<file path="config.mk">
export PLATFORM = sky130hd
export DESIGN_NAME = branch_unit_btb
export DESIGN_NICKNAME = d
export VERILOG_FILES = /design/src/rtl/branch_pkg.sv /design/src/rtl/btb_table.sv /design/src/rtl/branch_unit_btb.sv
export SDC_FILE = /design/constraint.sdc
export NUM_CORES = 2
export LEC_CHECK = 0
export BUFFER_PORTS_ARGS = -buffer_cell sky130_fd_sc_hd__clkbuf_2
export CORE_ASPECT_RATIO = 0.8
export CORE_MARGIN = 1.5
export CORE_UTILIZATION = 40
export DETAILED_ROUTE_END_ITERATION = 10
export GPL_ROUTABILITY_DRIVEN = 0
export GPL_TIMING_DRIVEN = 0
export SLEW_MARGIN = 20
export SYNTH_ARGS = -nofsm -noshare
export SYNTH_HDL_FRONTEND = slang
export SYNTH_SLANG_ARGS = --single-unit
</file>
<file path="constraint.sdc">
create_clock -name clk -period 3.9 [get_ports clk]
set_input_delay 0.78 -clock clk [delete_from_list [all_inputs] [get_ports clk]]
set_output_delay 0.78 -clock clk [all_outputs]
set_load 0.02 [all_outputs]
</file>
<file path="src/rtl/branch_pkg.sv">
// Shared constants and saturating-counter helpers for the branch unit and its BTB.
package branch_pkg;

    localparam logic ADDR_PC   = 1'b0;
    localparam logic ADDR_RD   = 1'b1;
    localparam int   PC_STEP   = 4;
    localparam int   CTR_MAX_W = 8;

    typedef logic [CTR_MAX_W-1:0] ctr_t;

    // w is the live counter width; callers truncate the result back to w bits
    function automatic ctr_t sat_inc(input ctr_t c, input int unsigned w);
        ctr_t top;
        top = ctr_t'((1 << w) - 1);
        return (c >= top) ? top : c + ctr_t'(1);
    endfunction

    function automatic ctr_t sat_dec(input ctr_t c);
        return (c == '0) ? '0 : c - ctr_t'(1);
    endfunction

endpackage

</file>
<file path="src/rtl/btb_table.sv">
// Direct-mapped branch target buffer: registered lookup port, single update port.
module btb_table import branch_pkg::*; #(
    parameter int WORD_SIZE = 32,
    parameter int BTB_DEPTH = 16,
    parameter int CTR_WIDTH = 2
) (
    input  logic                 clk,
    input  logic                 rstn,
    input  logic                 f_valid,
    input  logic [WORD_SIZE-1:0] f_pc,
    output logic                 p_valid,
    output logic [WORD_SIZE-1:0] p_pc,
    output logic                 p_taken,
    output logic [WORD_SIZE-1:0] p_target,
    input  logic                 upd_en,
    input  logic [WORD_SIZE-1:2] upd_pc,
    input  logic                 upd_taken,
    input  logic [WORD_SIZE-1:0] upd_target
);
    localparam int IDX_W = $clog2(BTB_DEPTH);
    localparam int TAG_W = WORD_SIZE - IDX_W - 2;
    localparam logic [CTR_WIDTH-1:0] CTR_INIT = CTR_WIDTH'(1) << (CTR_WIDTH - 1);

    logic [BTB_DEPTH-1:0] vld_q;
    logic [TAG_W-1:0]     tag_q [BTB_DEPTH];
    logic [WORD_SIZE-1:0] tgt_q [BTB_DEPTH];
    logic [CTR_WIDTH-1:0] ctr_q [BTB_DEPTH];

    logic [IDX_W-1:0]     lk_idx, up_idx;
    logic [TAG_W-1:0]     lk_tag, up_tag;
    logic                 lk_taken, up_hit;
    logic [CTR_WIDTH-1:0] ctr_inc, ctr_dec;

    always_comb begin
        lk_idx   = f_pc[IDX_W+1:2];
        lk_tag   = f_pc[WORD_SIZE-1:IDX_W+2];
        lk_taken = vld_q[lk_idx] && (tag_q[lk_idx] == lk_tag) && ctr_q[lk_idx][CTR_WIDTH-1];
        up_idx   = upd_pc[IDX_W+1:2];
        up_tag   = upd_pc[WORD_SIZE-1:IDX_W+2];
        up_hit   = vld_q[up_idx] && (tag_q[up_idx] == up_tag);
        ctr_inc  = CTR_WIDTH'(sat_inc(ctr_t'(ctr_q[up_idx]), CTR_WIDTH));
        ctr_dec  = CTR_WIDTH'(sat_dec(ctr_t'(ctr_q[up_idx])));
    end

    // Lookup samples pre-update storage, so a same-edge update is not visible
    always_ff @(posedge clk or negedge rstn) begin
        if (!rstn) begin
            p_valid  <= 1'b0;
            p_pc     <= '0;
            p_taken  <= 1'b0;
            p_target <= '0;
        end else if (f_valid) begin
            p_valid  <= 1'b1;
            p_pc     <= f_pc;
            p_taken  <= lk_taken;
            p_target <= lk_taken ? tgt_q[lk_idx] : f_pc + WORD_SIZE'(PC_STEP);
        end else begin
            p_valid  <= 1'b0;
        end
    end

    always_ff @(posedge clk or negedge rstn) begin
        if (!rstn) begin
            vld_q <= '0;
            for (int i = 0; i < BTB_DEPTH; i++) begin
                tag_q[i] <= '0;
                tgt_q[i] <= '0;
                ctr_q[i] <= '0;
            end
        end else if (upd_en) begin
            if (upd_taken) begin
                tgt_q[up_idx] <= upd_target;
                if (up_hit) begin
                    ctr_q[up_idx] <= ctr_inc;
                end else begin
                    vld_q[up_idx] <= 1'b1;
                    tag_q[up_idx] <= up_tag;
                    ctr_q[up_idx] <= CTR_INIT;
                end
            end else if (up_hit) begin
                ctr_q[up_idx] <= ctr_dec;
            end
        end
    end

endmodule

</file>
<file path="src/rtl/branch_unit_btb.sv">
// Execute-stage target resolve, mispredict redirect handshake and BTB training.
module branch_unit_btb import branch_pkg::*; #(
    parameter int WORD_SIZE = 32,
    parameter int BTB_DEPTH = 16,
    parameter int CTR_WIDTH = 2
) (
    input  logic                 clk,
    input  logic                 rstn,
    input  logic                 f_valid,
    input  logic [WORD_SIZE-1:0] f_pc,
    output logic                 p_valid,
    output logic [WORD_SIZE-1:0] p_pc,
    output logic                 p_taken,
    output logic [WORD_SIZE-1:0] p_target,
    input  logic                 e_valid,
    output logic                 e_ready,
    input  logic                 e_addr_mode,
    input  logic                 e_taken,
    input  logic [WORD_SIZE-1:0] e_imm,
    input  logic [WORD_SIZE-1:0] e_rs1d,
    input  logic [WORD_SIZE-1:0] e_pc,
    input  logic                 e_pred_taken,
    input  logic [WORD_SIZE-1:0] e_pred_target,
    output logic [WORD_SIZE-1:0] branch_addr,
    output logic [WORD_SIZE-1:0] npc,
    output logic                 redirect_valid,
    output logic [WORD_SIZE-1:0] redirect_pc,
    input  logic                 redirect_ready
);
    logic [WORD_SIZE-1:0] rd_sum, target, seq, actual;
    logic                 mispredict, accept;

    always_comb begin
        rd_sum     = e_rs1d + e_imm;
        target     = (e_addr_mode == ADDR_RD) ? {rd_sum[WORD_SIZE-1:1], 1'b0} : e_pc + e_imm;
        seq        = e_pc + WORD_SIZE'(PC_STEP);
        actual     = e_taken ? target : seq;
        mispredict = (e_pred_taken != e_taken) || (e_taken && (e_pred_target != target));
        e_ready    = !redirect_valid || redirect_ready;
        accept     = e_valid && e_ready;
    end

    // A new mispredict on the handoff edge replaces the redirect instead of clearing it
    always_ff @(posedge clk or negedge rstn) begin
        if (!rstn) begin
            branch_addr    <= '0;
            npc            <= '0;
            redirect_valid <= 1'b0;
            redirect_pc    <= '0;
        end else begin
            if (accept) begin
                branch_addr <= target;
                npc         <= actual;
            end
            if (accept && mispredict) begin
                redirect_valid <= 1'b1;
                redirect_pc    <= actual;
            end else if (redirect_ready) begin
                redirect_valid <= 1'b0;
            end
        end
    end

    btb_table #(
        .WORD_SIZE(WORD_SIZE),
        .BTB_DEPTH(BTB_DEPTH),
        .CTR_WIDTH(CTR_WIDTH)
    ) u_btb (
        .clk       (clk),
        .rstn      (rstn),
        .f_valid   (f_valid),
        .f_pc      (f_pc),
        .p_valid   (p_valid),
        .p_pc      (p_pc),
        .p_taken   (p_taken),
        .p_target  (p_target),
        .upd_en    (accept),
        .upd_pc    (e_pc[WORD_SIZE-1:2]),
        .upd_taken (e_taken),
        .upd_target(target)
    );

endmodule
</file>
After elaboration in Yosys (flattened, before gate mapping):

Cells that the tools add are included.

* add/subtract/negate cells: 6
* multipliers: 0
* div/mod/pow operators: 0
* $lt $le $gt $ge: 7
* equal/unequal tests: 4
* shifts and indexed selects: 0
* mux-type cells: 42
* bitwise operators: 7
* reduce and logical (&&, ||, !) cells: 17

Operator list (number)
* bitwise mux 512 bit: 1
* bitwise mux 416 bit: 1
* 2-to-1 mux 32 bit: 9
* binary-select mux 26 bit (select 4 bit): 2
* 2-to-1 mux 26 bit: 5
* binary-select mux 32 bit (select 4 bit): 1
* demux 32 bit (select 4 bit): 1
* demux 26 bit (select 4 bit): 1
* adder 32 x 3 -> 32 bit (second input constant): 2
* adder 32 bit: 2
* bitwise mux 32 bit: 2
* equality test 26 bit: 2
* != test 32 bit: 1
* bitwise OR 16 bit: 2
* bitwise AND 16 bit: 1
* binary-select mux 2 bit (select 4 bit): 2
* inverter 16 bit: 1
* 2-to-1 mux 2 bit: 7
* greater-or-equal comparator 5 bit (second input constant): 2
* < comparator 4 x 5 -> 1 bit (second input constant): 2
* inverter 4 -> 5 bit: 2
* binary-select mux 1 bit (select 4 bit): 2
* demux 2 bit (select 4 bit): 1
* logical AND 1 bit: 8
* other kinds (15): 23

* register bits after elaboration: 1139
* latch bits: 0
* memory bits (writable): 0
* bits in read-only memories: 0
* input bits: 168
* output and inout port bits: 164
* logic and storage cells: 140
* memories: 0

Longest topological paths before layout:

* word-level depth: 9
* mapped depth: 17
* depth with buffers taken out: 14

By module:

A second synthesis with hierarchy kept.

* cells, all modules: 4851
* area, all modules: 63169.3 um^2

Modules (own cells, without submodules)
* btb_table: times used 1, cells each 3589, area each 53197.3 um^2, seq. area each 26075.0 um^2
* branch_unit_btb: times used 1, cells each 1262, area each 9972.1 um^2, seq. area each 2427.3 um^2

Worst setup path after synthesis:

No wires, ideal clock.

* path type: input to register
* start point: in e_imm[0]
* end point: reg redirect_pc[16]
* setup time: 128 ps
* data arrival time: 4274 ps
* data required time: 3772 ps
* path slack: -502 ps
* stages: 16
* buffers on the path: 2
* cells stage by stage: ha_1 -> fa_1 -> a211o_1 -> a2111oi_4 -> nor4b_1 -> or3_1 -> buf_2 -> a311oi_2 -> xnor2_1 -> mux2i_4 -> xnor2_1 -> nor4_1 -> nand4_1 -> o221a_1 -> buf_6 -> mux2_1

* cells in the longest elaborated chain, start to end: 6
* elaborated cells on any way between the ends: 8
* classes of those cells: 2 x add/sub; 1 x eq/ne; 2 x mux; 3 x reduce/logical

Ends and longest elaborated chain
* start: declaration: line branch_unit_btb.sv:19 `input logic [WORD_SIZE-1:0] e_imm,`
* adder 32 bit, on equally long branches: line branch_unit_btb.sv:35, branch_unit_btb.sv:34
* 2-to-1 mux 32 bit *: line branch_unit_btb.sv:35 `target = (e_addr_mode == ADDR_RD) ? {rd_sum[WORD_SIZE-1:1], 1'b0} : e_pc + e_imm;`
* != test 32 bit: line branch_unit_btb.sv:38 `mispredict = (e_pred_taken != e_taken) || (e_taken && (e_pred_target != target));`
* logical AND 1 bit: line branch_unit_btb.sv:38
* logical OR 1 bit: line branch_unit_btb.sv:38
* logical AND 1 bit: line branch_unit_btb.sv:55 `if (accept && mispredict) begin`
* end signal: assignment: line branch_unit_btb.sv:57 `redirect_pc <= actual;`
* end: declaration: line branch_unit_btb.sv:27 `output logic [WORD_SIZE-1:0] redirect_pc,`

Mark *: on every way between the ends. The rest lies on a longest branch, timed or not.
A chain may end at the register's enable or synchronous reset.

Worst setup path in the final report:

* start point: in e_imm[14]
* end point: reg redirect_pc[9]

* cells in the longest elaborated chain, start to end: 6
* elaborated cells on any way between the ends: 7
* classes of those cells: 2 x add/sub; 1 x eq/ne; 1 x mux; 3 x reduce/logical

Ends and longest elaborated chain (line)
* adder 32 bit, on equally long branches: branch_unit_btb.sv:35, branch_unit_btb.sv:34
* 2-to-1 mux 32 bit *: branch_unit_btb.sv:35
* != test 32 bit *: branch_unit_btb.sv:38
* logical AND 1 bit *: branch_unit_btb.sv:38
* logical OR 1 bit *: branch_unit_btb.sv:38
* logical AND 1 bit *: branch_unit_btb.sv:55

Marks and branches as above.

==> flow_metrics.env <==
export IMPL_wl_per_cell_um=30.3
export IMPL_num_fill_cells=13000
export IMPL_holdPathStages=1
export IMPL_worst_ep_arrival_time_ns=4.76
export IMPL_design_area_um2=70000
export IMPL_reg2reg_to="u_btb.tag_q[42]$_DFFE_PN0P_"
export IMPL_worstPathCellList="clkbuf_2, ha_1, a21oi_1, o21ai_1, o31ai_1, nand2_1, o21ai_1, and2_1, xnor3_1, o32a_1, nor4_2, nand4_1, o221a_1, buf_12, clkbuf_16, mux2i_1"
export IMPL_grt_pass1_wl_um=324000
export IMPL_yosys_area_share_xor_xnor_pct=3.04
export IMPL_clock_latency_ns=0.81
export IMPL_gr_usage_all_layers_pct=30.0
export IMPL_worstHoldStart="f_valid"
export IMPL_total_power_mw=37.1
export IMPL_cts_tree="yes"
export IMPL_synthCells=4875
export IMPL_hold_path_end="u_btb.p_valid$_DFF_PN0_"
export IMPL_vias=45700
export IMPL_dpl_instance_area_um2=63600
export IMPL_yosys_most_used_dff="dfrtp_1"
export IMPL_drt_iter0_markers=6077
export IMPL_tightest_slew_ns=1.14
export IMPL_synthArstFlopShare_pct=100
export IMPL_p_per_area_nw_per_um2=530
export IMPL_synthMuxAreaShare_pct=27.7
export IMPL_worst_endpoint_required_ns=4.51
export IMPL_num_io_pins=332
export IMPL_final_period_utilization_pct=107
export IMPL_cpPeakStageDelay_ns=0.55
export IMPL_failed_checks="setup timing"
export IMPL_crit_type="primary input to register"
export IMPL_dp_hpwl_um=164000
export IMPL_cts_root_buf="clkbuf_16"
export IMPL_reg2reg_setup_slack_ns=0.12
export IMPL_rr_worst_depth=8
export IMPL_pre_cts_ws_ns=-2.99
export IMPL_fin_setup_tns_ns=-7.23
export IMPL_slowest_stage="o31ai_1"
export IMPL_seqCellArea_um2=28500
export IMPL_period_minus_slack_ns=4.15
export IMPL_start_util_pct=40.4
export IMPL_synth_fa_ha_area_share_pct=1.47
export IMPL_htree_levels=3
export IMPL_cp_start_kind="primary input"
export IMPL_stdcell_count=7456
export IMPL_fin_ws_ns=-0.255
export IMPL_placed_cells=7188
export IMPL_ys_ff_latch=1139
export IMPL_drive_gt1_share_pct=27.4
export IMPL_finalMaxSlewViolations=0
export IMPL_synth_top_family_by_area="multiplexers"
export IMPL_dieArea_um2=149000
export IMPL_clock_path_buffers=3
export IMPL_synth_edff_count=0
export IMPL_yosysSeqAreaShare_pct=48.4
export IMPL_antenna_found_initial=11
export IMPL_ant_nets=0
export IMPL_cp_max_fo=9
export IMPL_coreArea_um2=146000
export IMPL_nets=5618
export IMPL_peakVddDrop_v=0.000437
export IMPL_netlist_top_cell_by_area="dfrtp_1"
export IMPL_drtPass1Iterations=8
export IMPL_crit_path_end_kind="register"
export IMPL_finalSetupViolations=53
export IMPL_status="finished, violations left"
export IMPL_cts_buffers=116
export IMPL_rows=125
export IMPL_portBuffers=327
export IMPL_synth_simple_area_share_pct=7.87
export IMPL_yosysUniqueCellTypes=80
export IMPL_drc_errors=0
export IMPL_slew_headroom_pct=23.8
export IMPL_cpMostUsedCell="o21ai_1"
export IMPL_synth_compound_area_share_pct=8.34
export IMPL_fin_skew_ns=0.0937
export IMPL_synth_area_top_cells="dfrtp_1 48%, mux4_2 17%, mux2_1 7.4%"
export IMPL_die_y_um=346
export IMPL_yosys_warnings=0
export IMPL_hold_path_class="primary input to register"
export IMPL_die_x_um=432
export IMPL_viasPerCell=6.14
export IMPL_r2r_start="redirect_valid$_DFFE_PN0P_"
export IMPL_critPathTopFamily="compound AO/OA/AOI/OAI gates"
export IMPL_grt_max_degree=92
export IMPL_grt_ovfl_total=0
export IMPL_rsz0062_at_grt="true"
export IMPL_multi_input_area_um2=29500
export IMPL_drt_wl_total_um=226000
export IMPL_drv_cap=0
export IMPL_utilization_pct=48.1
export IMPL_syn_avg_cell_area_um2=12.1
export IMPL_hold_viol_final=0
export IMPL_synth_area_um2=58800
export IMPL_worst_hold_slack_ns=0.147
export IMPL_p_leak_nw=30.6
export IMPL_worst_path_buf_inv=3
export IMPL_yosysTopAreaCellShare_pct=48.4
export IMPL_cts_sinks=1139
export IMPL_synth_fp_nets=5111
export IMPL_fmax_ghz=0.241
export IMPL_area_delta_synth_final_pct=19.0
export IMPL_path_clk_slew_ns=0.06
export IMPL_grt_pass1_vias=44400
worst max path at each step:
stage / startpoint / to / cells after the start
global placement: rstn / u_btb.p_pc[30]$_DFFE_PN0P_ / 1
floorplan: e_imm[0] / redirect_pc[16]$_DFFE_PN0P_ / 16
detailed placement: f_pc[3] / u_btb.p_target[29]$_DFFE_PN0P_ / 11
finish: e_imm[14] / redirect_pc[9]$_DFFE_PN0P_ / 16
CTS: e_imm[0] / redirect_pc[10]$_DFFE_PN0P_ / 18
global route: e_pc[12] / redirect_pc[9]$_DFFE_PN0P_ / 16
repair_timing:
action / 4_1_cts / 5_1_grt
setup endpoints to repair: 863 / 374
pin swaps: 23 / 26
gates resized for setup: 318 / 144
buffers inserted: 26 / 27
endpoints found under the hold margin: 26 / 0
cloned: 4 / 5
hold buffers: 1 / 0
area by class of cell:
type,count,share of cell area [%]
Buffer,392,3.43
Timing Repair inverter,1,0.0125
Sequential cell,1139,40.7
Inverter,50,0.279
Clock inverter,55,1.16
Multi-Input combinational cell,3275,42.1
Clock buffer,163,4.81
Antenna cell,6,0.0215
Tap cell,1968,3.52
Timing Repair Buffer,407,3.92
logic make-up after synthesis:
| group | count (synthesis) |
|---|---|
| AOI/OAI and AO/OA | 887 |
| muxes | 1020 |
| xor gates and xnor gates | 201 |
| buffers and inverters | 461 |
| DFF | 1139 |
| and+or+nand+nor | 1099 |
| adders and majority gates | 68 |
flip-flops by register name, indices dropped and copies added (netlist names):
name / cells
u_btb.p_valid: 1
npc: 32
u_btb.p_taken: 1
branch_addr: 32
redirect_valid: 1
redirect_pc: 32
u_btb.p_pc: 32
u_btb.tgt_q: 512
u_btb.vld_q: 16
u_btb.p_target: 32
u_btb.tag_q: 416
u_btb.ctr_q: 32
layer usage:
metal / track usage (%) / vias to the layer above / share of wire [%]
met5: 0 / - / 0.020
met4: 10.1 / 8 / 3.7
li1: - / 18800 / -
met1: 42.9 / 24000 / 41
met2: 43.2 / 2574 / 43
met3: 9.23 / 434 / 12
cells in the final DEF (no fill, tap or decap), types with 43 or more instances in the layout:
cell / Yosys / final
clkbuf_1: 326 / 249
nand2_1: 689 / 685
o21ai_0: 585 / 581
dfrtp_1: 1139 / 1139
mux2_1: 386 / 384
clkbuf_16: 0 / 124
buf_4: 0 / 74
mux4_2: 433 / 433
mux2_2: 144 / 144
a21oi_1: 134 / 112
clkbuf_2: 0 / 355
nand3_1: 61 / 49
inv_1: 48 / 48
nor2_1: 186 / 160
xnor2_1: 128 / 119
xor2_1: 71 / 67
clkbuf_8: 0 / 43
ha_1: 66 / 54
power by group:
group          leakage (nW)  switching (mW)  internal, mW
Clock                  2.05            5.19          7.00
Combinational          13.9            5.10          3.98
Sequential             14.6            1.53          14.3
Total                  30.6            11.8          25.3
cell usage after synthesis (5+ instances only):
cell and count:
inv_1 48, or3_1 6, o21a_1 14, dfrtp_1 1139, o21ai_1 26, and3_1 13
nand2_1 689, nand3_1 61, or2_1 16, nor2b_1 10, nor2_1 186, xor2_1 71
nor3_1 24, and2_1 11, nor4_1 14, nand4_1 40, o21ai_0 585, a31oi_1 15
buf_1 36, clkbuf_1 326, mux2i_1 54, o31ai_1 5, a21o_1 13, ha_1 66
buf_2 45, mux2_1 386, a21oi_1 134, nand2b_1 7, o211ai_1 10, a211oi_1 16
o22a_1 16, and4_1 8, mux4_2 433, mux2_2 144, xnor2_1 128
Note: power is estimated with default switching activity, not from simulation.
